## src/rtl/imm_ext_pipe.sv

```systemverilog
// Decode-stage immediate generator: extends instruction immediates to XLEN and
// presents them one cycle later behind a valid/ready handshake with a 2-entry skid.
module imm_ext_pipe #(
  parameter int unsigned XLEN  = 32,
  parameter int unsigned TAG_W = 32
) (
  input  logic             i_clk,
  input  logic             i_rst,
  input  logic             i_valid,
  output logic             o_ready,
  input  logic [31:7]      i_instr,
  input  logic [2:0]       i_immsrc,
  input  logic [TAG_W-1:0] i_tag,
  output logic             o_valid,
  input  logic             i_ready,
  output logic [XLEN-1:0]  o_immext,
  output logic [TAG_W-1:0] o_tag,
  output logic             o_illegal
);

  typedef struct packed {
    logic [XLEN-1:0]  imm;
    logic [TAG_W-1:0] tag;
    logic             illegal;
  } item_t;

  typedef enum logic [1:0] {
    S_EMPTY = 2'd0,
    S_ONE   = 2'd1,
    S_FULL  = 2'd2
  } state_t;

  state_t state_q, state_d;
  item_t  out_q, skid_q, new_item;
  logic   [XLEN-1:0] imm;
  logic   imm_illegal;
  logic   accept, emit;
  logic   load_out, out_from_skid, load_skid;

  // Immediate extraction; signed casts sign-extend from instr[31]
  always_comb begin
    imm         = '0;
    imm_illegal = 1'b0;
    case (i_immsrc)
      3'b000: imm = XLEN'($signed(i_instr[31:20]));
      3'b001: imm = XLEN'($signed({i_instr[31:25], i_instr[11:7]}));
      3'b010: imm = XLEN'($signed({i_instr[31], i_instr[7], i_instr[30:25],
                                   i_instr[11:8], 1'b0}));
      3'b011: imm = XLEN'($signed({i_instr[31], i_instr[19:12], i_instr[20],
                                   i_instr[30:21], 1'b0}));
      3'b100: imm = XLEN'($signed({i_instr[31:12], 12'b0}));
      3'b101: begin
        if (XLEN == 32) begin
          imm         = XLEN'(i_instr[24:20]);
          imm_illegal = i_instr[25];
        end else begin
          imm = XLEN'(i_instr[25:20]);
        end
      end
      3'b110:  imm = XLEN'(i_instr[19:15]);
      default: imm_illegal = 1'b1;
    endcase
  end

  always_comb begin
    new_item.imm     = imm;
    new_item.tag     = i_tag;
    new_item.illegal = imm_illegal;
  end

  assign accept = i_valid & o_ready;
  assign emit   = o_valid & i_ready;

  // Next-state and storage steering
  always_comb begin
    state_d       = state_q;
    load_out      = 1'b0;
    out_from_skid = 1'b0;
    load_skid     = 1'b0;
    case (state_q)
      S_EMPTY: begin
        if (accept) begin
          load_out = 1'b1;
          state_d  = S_ONE;
        end
      end
      S_ONE: begin
        if (accept && emit) begin
          load_out = 1'b1;
        end else if (accept) begin
          load_skid = 1'b1;
          state_d   = S_FULL;
        end else if (emit) begin
          state_d = S_EMPTY;
        end
      end
      S_FULL: begin
        if (emit) begin
          load_out      = 1'b1;
          out_from_skid = 1'b1;
          state_d       = S_ONE;
        end
      end
      default: state_d = S_EMPTY;
    endcase
  end

  // State, handshake flags and payload registers
  always_ff @(posedge i_clk) begin
    if (i_rst) begin
      state_q <= S_EMPTY;
      o_valid <= 1'b0;
      o_ready <= 1'b1;
      out_q   <= '0;
      skid_q  <= '0;
    end else begin
      state_q <= state_d;
      o_valid <= (state_d != S_EMPTY);
      o_ready <= (state_d != S_FULL);
      if (load_out) out_q <= out_from_skid ? skid_q : new_item;
      if (load_skid) skid_q <= new_item;
    end
  end

  assign o_immext  = out_q.imm;
  assign o_tag     = out_q.tag;
  assign o_illegal = out_q.illegal;

endmodule

```

## config.mk

```make
export PLATFORM = sky130hd
export DESIGN_NAME = imm_ext_pipe
export DESIGN_NICKNAME = d
export VERILOG_FILES = /design/src/rtl/imm_ext_pipe.sv
export SDC_FILE = /design/constraint.sdc
export NUM_CORES = 1
export LEC_CHECK = 0
export CORE_MARGIN = 5
export CORE_UTILIZATION = 51
export DETAILED_ROUTE_END_ITERATION = 7
export GPL_ROUTABILITY_DRIVEN = 0
export PLACE_DENSITY = 0.81
export SLEW_MARGIN = 40
export SYNTH_ARGS = -nofsm -noshare
export SYNTH_HDL_FRONTEND = slang
export SYNTH_SLANG_ARGS = --single-unit
export TNS_END_PERCENT = 30
```

## constraint.sdc

```tcl
create_clock -name i_clk -period 2.1 [get_ports i_clk]
set_input_delay 0.21 -clock i_clk [delete_from_list [all_inputs] [get_ports i_clk]]
set_output_delay 0.21 -clock i_clk [all_outputs]
set_load 0.02 [all_outputs]
```

==> results.md, run 1 <==
* Outcome: complete, no violations
* Critical-path cell list: and3b_1 -> a211o_4 -> buf_12 -> nor2_1 -> a311oi_2
* Share of post-route cells with drive strength above 1 at 12.4%
* Pwr Density at 961 nW/um^2
* Synthesized-area fraction occupied by adder cells at 0%
* DRT iter0 DRCs at 591
* Setup WS post-layout at 0.314 ns
* Placed Cells at 950
* Grt ovf at 0
* Aggregate routed wire length at 17200 microns
* Achievable Freq at 560 MHz
* WS Path Type: flop to flop
* Worst slack, placed at -0.0182 ns
* Num rows at 39
* Synth Area in XOR/XNOR at 0.267%
* Mux share of post-synthesis cell area at 2.10%
* CP Launch Type: flop
* Slowest stage delay, CP at 0.41 ns
* First-pass GRT wire length at 27800 microns
* Main synth FF type: dfxtp_1
* Slowest cell on the critical path: and3b_1
* CTS Sinks at 134
* LEAKAGE at 2.90 nW
* CTS H-tree lvls at 4
* Clock tree buffer depth at 2
* Logic pwr share at 19.7%
* Post-DP HPWL at 11000 microns
* Sw Share at 28.4%
* Synth Area in Compound Gates at 22.4%
* CP max FO at 64
* Power share of the clock group at 43.4%
* RSZ-0062 raised after global routing: no
* Final hold slack at 0.243 ns
* CTS-repair resized insts at 0
* # DRC at 0
* Reg2reg setup slack at 0.31 ns
* Post-CTS Setup Bufs at 0
* Simple-gate share of the synthesized area at 25.3%
* Sequential share of power at 37.0%
* Post-synth EDFFs at 0
* Die height at 119 microns
* Main combinational cell family by area after synthesis: simple AND/OR/NAND/NOR gates
* Post-synthesis net count at 791
* IO Count at 131
* FF-to-FF path depth at 5
* Cell area after synthesis at 6080 sq um
* Starting Density at 52.6%
* Highest metal used: met4
* CTS tree: yes
* P_int at 5.60 mW
* Max Slew Vio Count at 0
* Vias in the first global route at 5541
* Arrival @ worst endpoint at 2.11 ns
* HP Start: i_rst
* Worst-margin pin slew at 0.625 ns
* Worst r2r src: state_q[1]
* Max-Cap Viols at 0
* GR Util All Layers at 23.9%
* Hold path depth at 3
* Psw at 2.22 mW
* Die Area at 14200 sq um
* Post-Layout Inst Area at 8140 sq um
* IO buf count at 130
* WHS Endpoint: state_q[0]
* Nets at 890
* Synthesized netlist cell count at 727
* Metal2 WL at 8500 microns
* #FFs+latches synth at 134
* Core ar. at 11600 sq um
* Cell Count, Final, Fillers Out at 982
* Synthesis warning total at 0
* DR vias/cell at 5.89
* Final Skew at 0.00982 ns
* Hold buffer count at cts at 0
* Fin. Hold Viols at 0
* Final period utilization at 85.0%
* Critical Path RT at 2.43 ns
* Routed Antenna Nets at 0
* DR WL met3 at 1150 microns
* Antenna violations before repair at 0
* Layout Area Growth over Synthesis at 33.7%
* Most common cell after layout, fill and taps aside: nand2_1
* Minimum clock period at 1.79 ns
* Seq/Total Area, Yosys at 44.1%
* Setup-failing EPs final at 0
* Dpl cell area at 7470 sq um
* Reg2Reg Capture Point: o_tag[10]
* Worst VDD drop at 0.555 mV
* Final core occ at 70.3%
* M1 WL at 7210 microns
* Crit end category: flop
* CTS buffer count at 17
* Chip width at 119 microns
* FFs w/ async S/R, synth at 0%
* Hold Crit Class: input pin to flop
* Syn_area_per_cell at 8.37 sq um
* Cell variety after synth at 41
* Avg WL per Cell at 17.5 microns
* CTS clk-pin slew, worst paths at 0.06 ns
* Drt pass-1 iters at 6
* Most frequent cells in the layout: 163 x nand2_1, 134 x dfxtp_1, 129 x clkdlybuf4s50_1, 86 x nor2_1, 75 x a21oi_1
* Root buffer selected by CTS: clkbuf_16
* Slew HR at 58.3%
* N_diodes at 0
* Pin count of the biggest net entering global routing at 128
* Clk_lat worst skew at 0.42 ns
* Vias at 5782
-- flip-flops by register name, summed over array words and instances, names as in the netlist --
| register | flops |
|---|---|
| o_illegal | 1 |
| o_immext | 32 |
| o_ready | 1 |
| o_tag | 32 |
| o_valid | 1 |
| skid_q | 65 |
| state_q | 2 |
-- area by class of cell --
class | instances | area (sq um)
timing repair buffer | 152 | 1530
inverter | 2 | 7.51
multi-input combinational | 519 | 3070
clock inverter | 15 | 241
sequential | 134 | 2680
fill | 859 | 3430
tap | 143 | 179
clock buffer | 17 | 425
-- how the worst max path moves through the flow --
stage / startpoint / to / slack, ns / cells after the start
2_1_floorplan: state_q[0] / o_immext[0] / 0.48 / 8
5_1_grt: state_q[1] / o_immext[1] / 0.17 / 5
3_3_place_gp: i_immsrc[2] / o_immext[0] / 0.09 / 5
6_report: state_q[1] / o_tag[10] / 0.31 / 5
4_1_cts: state_q[1] / o_tag[10] / 0.33 / 5
3_5_place_dp: i_immsrc[2] / o_immext[29] / -0.02 / 6
-- per-stage QoR --
stage / total power [mW] / TNS, ns
final: 7.82 / 0
after floorplan: 3.85 / 0
after detailed placement: 4.47 / -0.0317
after global placement: 4.42 / 0
after global routing: 8.09 / 0
after CTS: 7.85 / 0
-- cell families after synthesis --
group,Yosys count
AO/OA/AOI/OAI,172
XOR/XNOR,1
buffers and inverters,74
flip-flops,134
multiplexers,12
AND/OR/NAND/NOR,334
-- power groups by stage --
stage / Sequential [mW] / Combinational, mW / Clock, mW
floorplan: 3.10 / 0.748 / 0
global placement: 2.93 / 1.49 / 0
detailed placement: 2.94 / 1.53 / 0
CTS: 2.89 / 1.54 / 3.42
global route: 2.91 / 1.65 / 3.53
finish: 2.89 / 1.54 / 3.39
-- critical path, delay by kind of cell (launching register included) --
family                 cells  cell delay (ns)
flip-flops                 1             0.36
AO/OA/AOI/OAI              2             0.48
AND/OR/NAND/NOR            2             0.53
buffers and inverters      1             0.30
-- layer usage --
| layer | global-route usage [%] | up-vias |
|---|---|---|
| met2 | 40.9 | 241 |
| met1 | 30.0 | 2775 |
| met4 | 6.88 | 0 |
| li1 | - | 2739 |
| met5 | 0 | - |
| met3 | 5.92 | 27 |
-- cells in the mapped netlist (all sizes together), types with 5 or more instances --
master / number / area, sq um
o21ai: 6 / 30.0
or4bb: 8 / 90.1
clkbuf: 37 / 139
a211oi: 23 / 178
buf: 35 / 205
nor2: 86 / 323
a21oi: 75 / 375
mux2i: 6 / 60.1
a311oi: 34 / 510
nor3: 16 / 80.1
nand3b: 6 / 45.0
nor3b: 7 / 52.6
a211o: 13 / 114
and3: 5 / 31.3
o211ai: 9 / 67.6
dfxtp: 134 / 2680
nand2: 163 / 612
nand3: 6 / 30.0
nand4b: 9 / 78.8
mux2: 6 / 67.6
nand2b: 9 / 56.3
nand4: 8 / 50.1
Note: power is estimated with default switching activity, not from simulation.
==> run 2: changes to the inputs <==
--- a/config.mk
+++ b/config.mk
@@ -6,10 +6,11 @@
 export NUM_CORES = 1
 export LEC_CHECK = 0
 export CORE_MARGIN = 5
-export CORE_UTILIZATION = 51
+export CORE_UTILIZATION = 53
+export CTS_BUF_LIST = sky130_fd_sc_hd__clkbuf_4
 export DETAILED_ROUTE_END_ITERATION = 7
 export GPL_ROUTABILITY_DRIVEN = 0
-export PLACE_DENSITY = 0.81
+export PLACE_DENSITY = 0.84
 export SLEW_MARGIN = 40
 export SYNTH_ARGS = -nofsm -noshare
 export SYNTH_HDL_FRONTEND = slang
==> run 2 against run 1 <==
Die area decreased by 3.5%. Worst hold slack got worse by 0.062 ns. Register-to-register slack improved by 0.03 ns. Core utilization decreased by 2.0 points. Fmax about the same. Clock skew about the same. Via count decreased by 2.2%. Clock-buffer cell count increased by 2. Global-route usage decreased by 0.21 points. First-iteration DRC count decreased by 2.4%. Critical path type is now flop to primary output. Largest power group is now sequential cells. Highest routed layer unchanged.
==> results.md, run 2 (synthesized netlist as in run 1, its figures left out) <==
* Outcome: complete, no violations
* Most frequent cells in the layout: 163 x nand2_1, 134 x dfxtp_1, 129 x clkdlybuf4s50_1, 86 x nor2_1, 75 x a21oi_1
* CP max FO at 2 (-97%)
* Hold buffer count at cts at 0 (unchanged)
* Final core occ at 68.3% (-2.0 points)
* Final hold slack at 0.181 ns (-0.0617 ns)
* Post-DP HPWL at 10900 microns (-0.59%)
* Avg WL per Cell at 16.6 microns (-5.1%)
* Critical Path RT at 1.89 ns (-0.54 ns)
* CTS-repair resized insts at 0 (unchanged)
* Final period utilization at 85.0% (about the same)
* Critical-path cell list: clkdlybuf4s50_1
* Clock tree buffer depth at 2 (unchanged)
* Crit path max-delay family: buffers and inverters
* Hold path depth at 3 (unchanged)
* Pwr Density at 781 nW/um^2 (-19%)
* CTS clk-pin slew, worst paths at 0.12 ns (+0.06 ns)
* Die height at 117 microns (-1.7%)
* Minimum clock period at 1.78 ns (-0.00158 ns)
* DR vias/cell at 5.76 (-2.1%)
* IO Count at 131 (unchanged)
* Fin. Hold Viols at 0 (unchanged)
* Core ar. at 11300 sq um (-2.1%)
* CTS Sinks at 134 (unchanged)
* Top reg by flops: skid_q
* Crit end category: primary output
* Setup-failing EPs final at 0 (unchanged)
* Bufs and invs on worst path at 1 (unchanged)
* Hold Crit Class: input pin to flop
* Final Skew at 0.00995 ns (+0.000130 ns)
* IO buf count at 130 (unchanged)
* Max-Cap Viols at 0 (unchanged)
* Share of post-route cells with drive strength above 1 at 11.6% (-0.81 points)
* # DRC at 0 (unchanged)
* CP Depth at 1 (-4)
* LEAKAGE at 2.72 nW (-6.2%)
* Starting Density at 53.7% (+1.1 points)
* Flip-flop count of the largest register, all copies and words added at 65 (unchanged)
* Antenna violations before repair at 1 (+1)
* Arrival @ worst endpoint at 1.57 ns (-0.54 ns)
* Grt ovf at 0 (unchanged)
* Post-Layout Inst Area at 7740 sq um (-4.9%)
* Slew HR at 57.6% (-0.74 points)
* Achievable Freq at 561 MHz (about the same)
* Vias in the first global route at 5417 (-2.2%)
* Vias at 5653 (-2.2%)
* First-pass GRT wire length at 26000 microns (-6.6%)
* CP Launch Type: flop
* GR Util All Layers at 23.7% (-0.21 points)
* Clk_lat worst skew at 0.52 ns (+0.10 ns)
* Root buffer selected by CTS: clkbuf_4
* Num rows at 39 (unchanged)
* Most common cell after layout, fill and taps aside: nand2_1
* Slowest stage delay, CP at 0.67 ns (+0.26 ns)
* Dpl cell area at 7480 sq um (+0.13%)
* FF-to-FF path depth at 5 (unchanged)
* CTS H-tree lvls at 4 (unchanged)
* Max Slew Vio Count at 0 (unchanged)
* Aggregate routed wire length at 16300 microns (-5.2%)
* Worst VDD drop at 0.662 mV (+19%)
* Die Area at 13700 sq um (-3.5%)
* CTS buffer count at 17 (unchanged)
* CTS tree: yes
* Layout Area Growth over Synthesis at 27.2%
* Post-CTS Setup Bufs at 0 (unchanged)
* DRT iter0 DRCs at 577 (-2.4%)
* WS Path Type: flop to primary output
* Slowest cell on the critical path: clkdlybuf4s50_1
* RSZ-0062 raised after global routing: no
* Nets at 888 (-0.22%)
* Routed Antenna Nets at 0 (unchanged)
* Worst-margin pin slew at 0.636 ns (+0.0111 ns)
* Setup TNS Final at 0 ns (unchanged)
* Pin count of the biggest net entering global routing at 128 (unchanged)
* Drt pass-1 iters at 6 (unchanged)
* Chip width at 117 microns (-1.7%)
==> run 2: path summary, 6_finish.rpt <==
| path | startpoint | end | slack, ns |
|---|---|---|---|
| worst min-delay path | i_rst | state_q[0] | 0.18 |
| worst max-delay path | o_illegal | o_illegal | 0.32 |
| worst max register to register | state_q[1] | skid_q[60] | 0.34 |
| worst min register to register | o_immext[27] | o_immext[27] | 0.46 |
==> run 2: where the power goes <==
| part | switching (mW) | total (mW) | internal, mW |
|---|---|---|---|
| Clock | 0.913 | 1.62 | 0.703 |
| Combinational | 0.835 | 1.54 | 0.701 |
| Sequential | 0.128 | 2.89 | 2.76 |
| Total | 1.88 | 6.04 | 4.17 |
==> run 2: final cells by class <==
cell class              instances  area, sq um
diodes                          1         2.50
well taps                     143          179
repair buffers                150         1540
multi-input cells             519         3070
fillers                       886         3580
flip-flops and latches        134         2680
inverters                       2         7.51
clock inverters                13          114
clock buffers                  19          143
==> run 2: metal layers <==
layer / track usage (%) / wire length [microns] / up-vias
li1: - / - / 2738
met2: 39.5 / 8060 / 215
met3: 5.76 / 1130 / 27
met1: 30.0 / 6830 / 2673
met4: 8.49 / 241 / 0
met5: 0 / 0 / -
==> run 2: stage by stage <==
step | total power, mW | setup WS (ns) | std cells
2_1_floorplan | 3.85 | 0.484 | 727
3_3_place_gp | 4.42 | 0.124 | 948
3_5_place_dp | 4.48 | 0.0497 | 948
4_1_cts | 6.05 | 0.283 | 980
5_1_grt | 6.32 | 0.170 | 981
6_report | 6.04 | 0.316 | 981
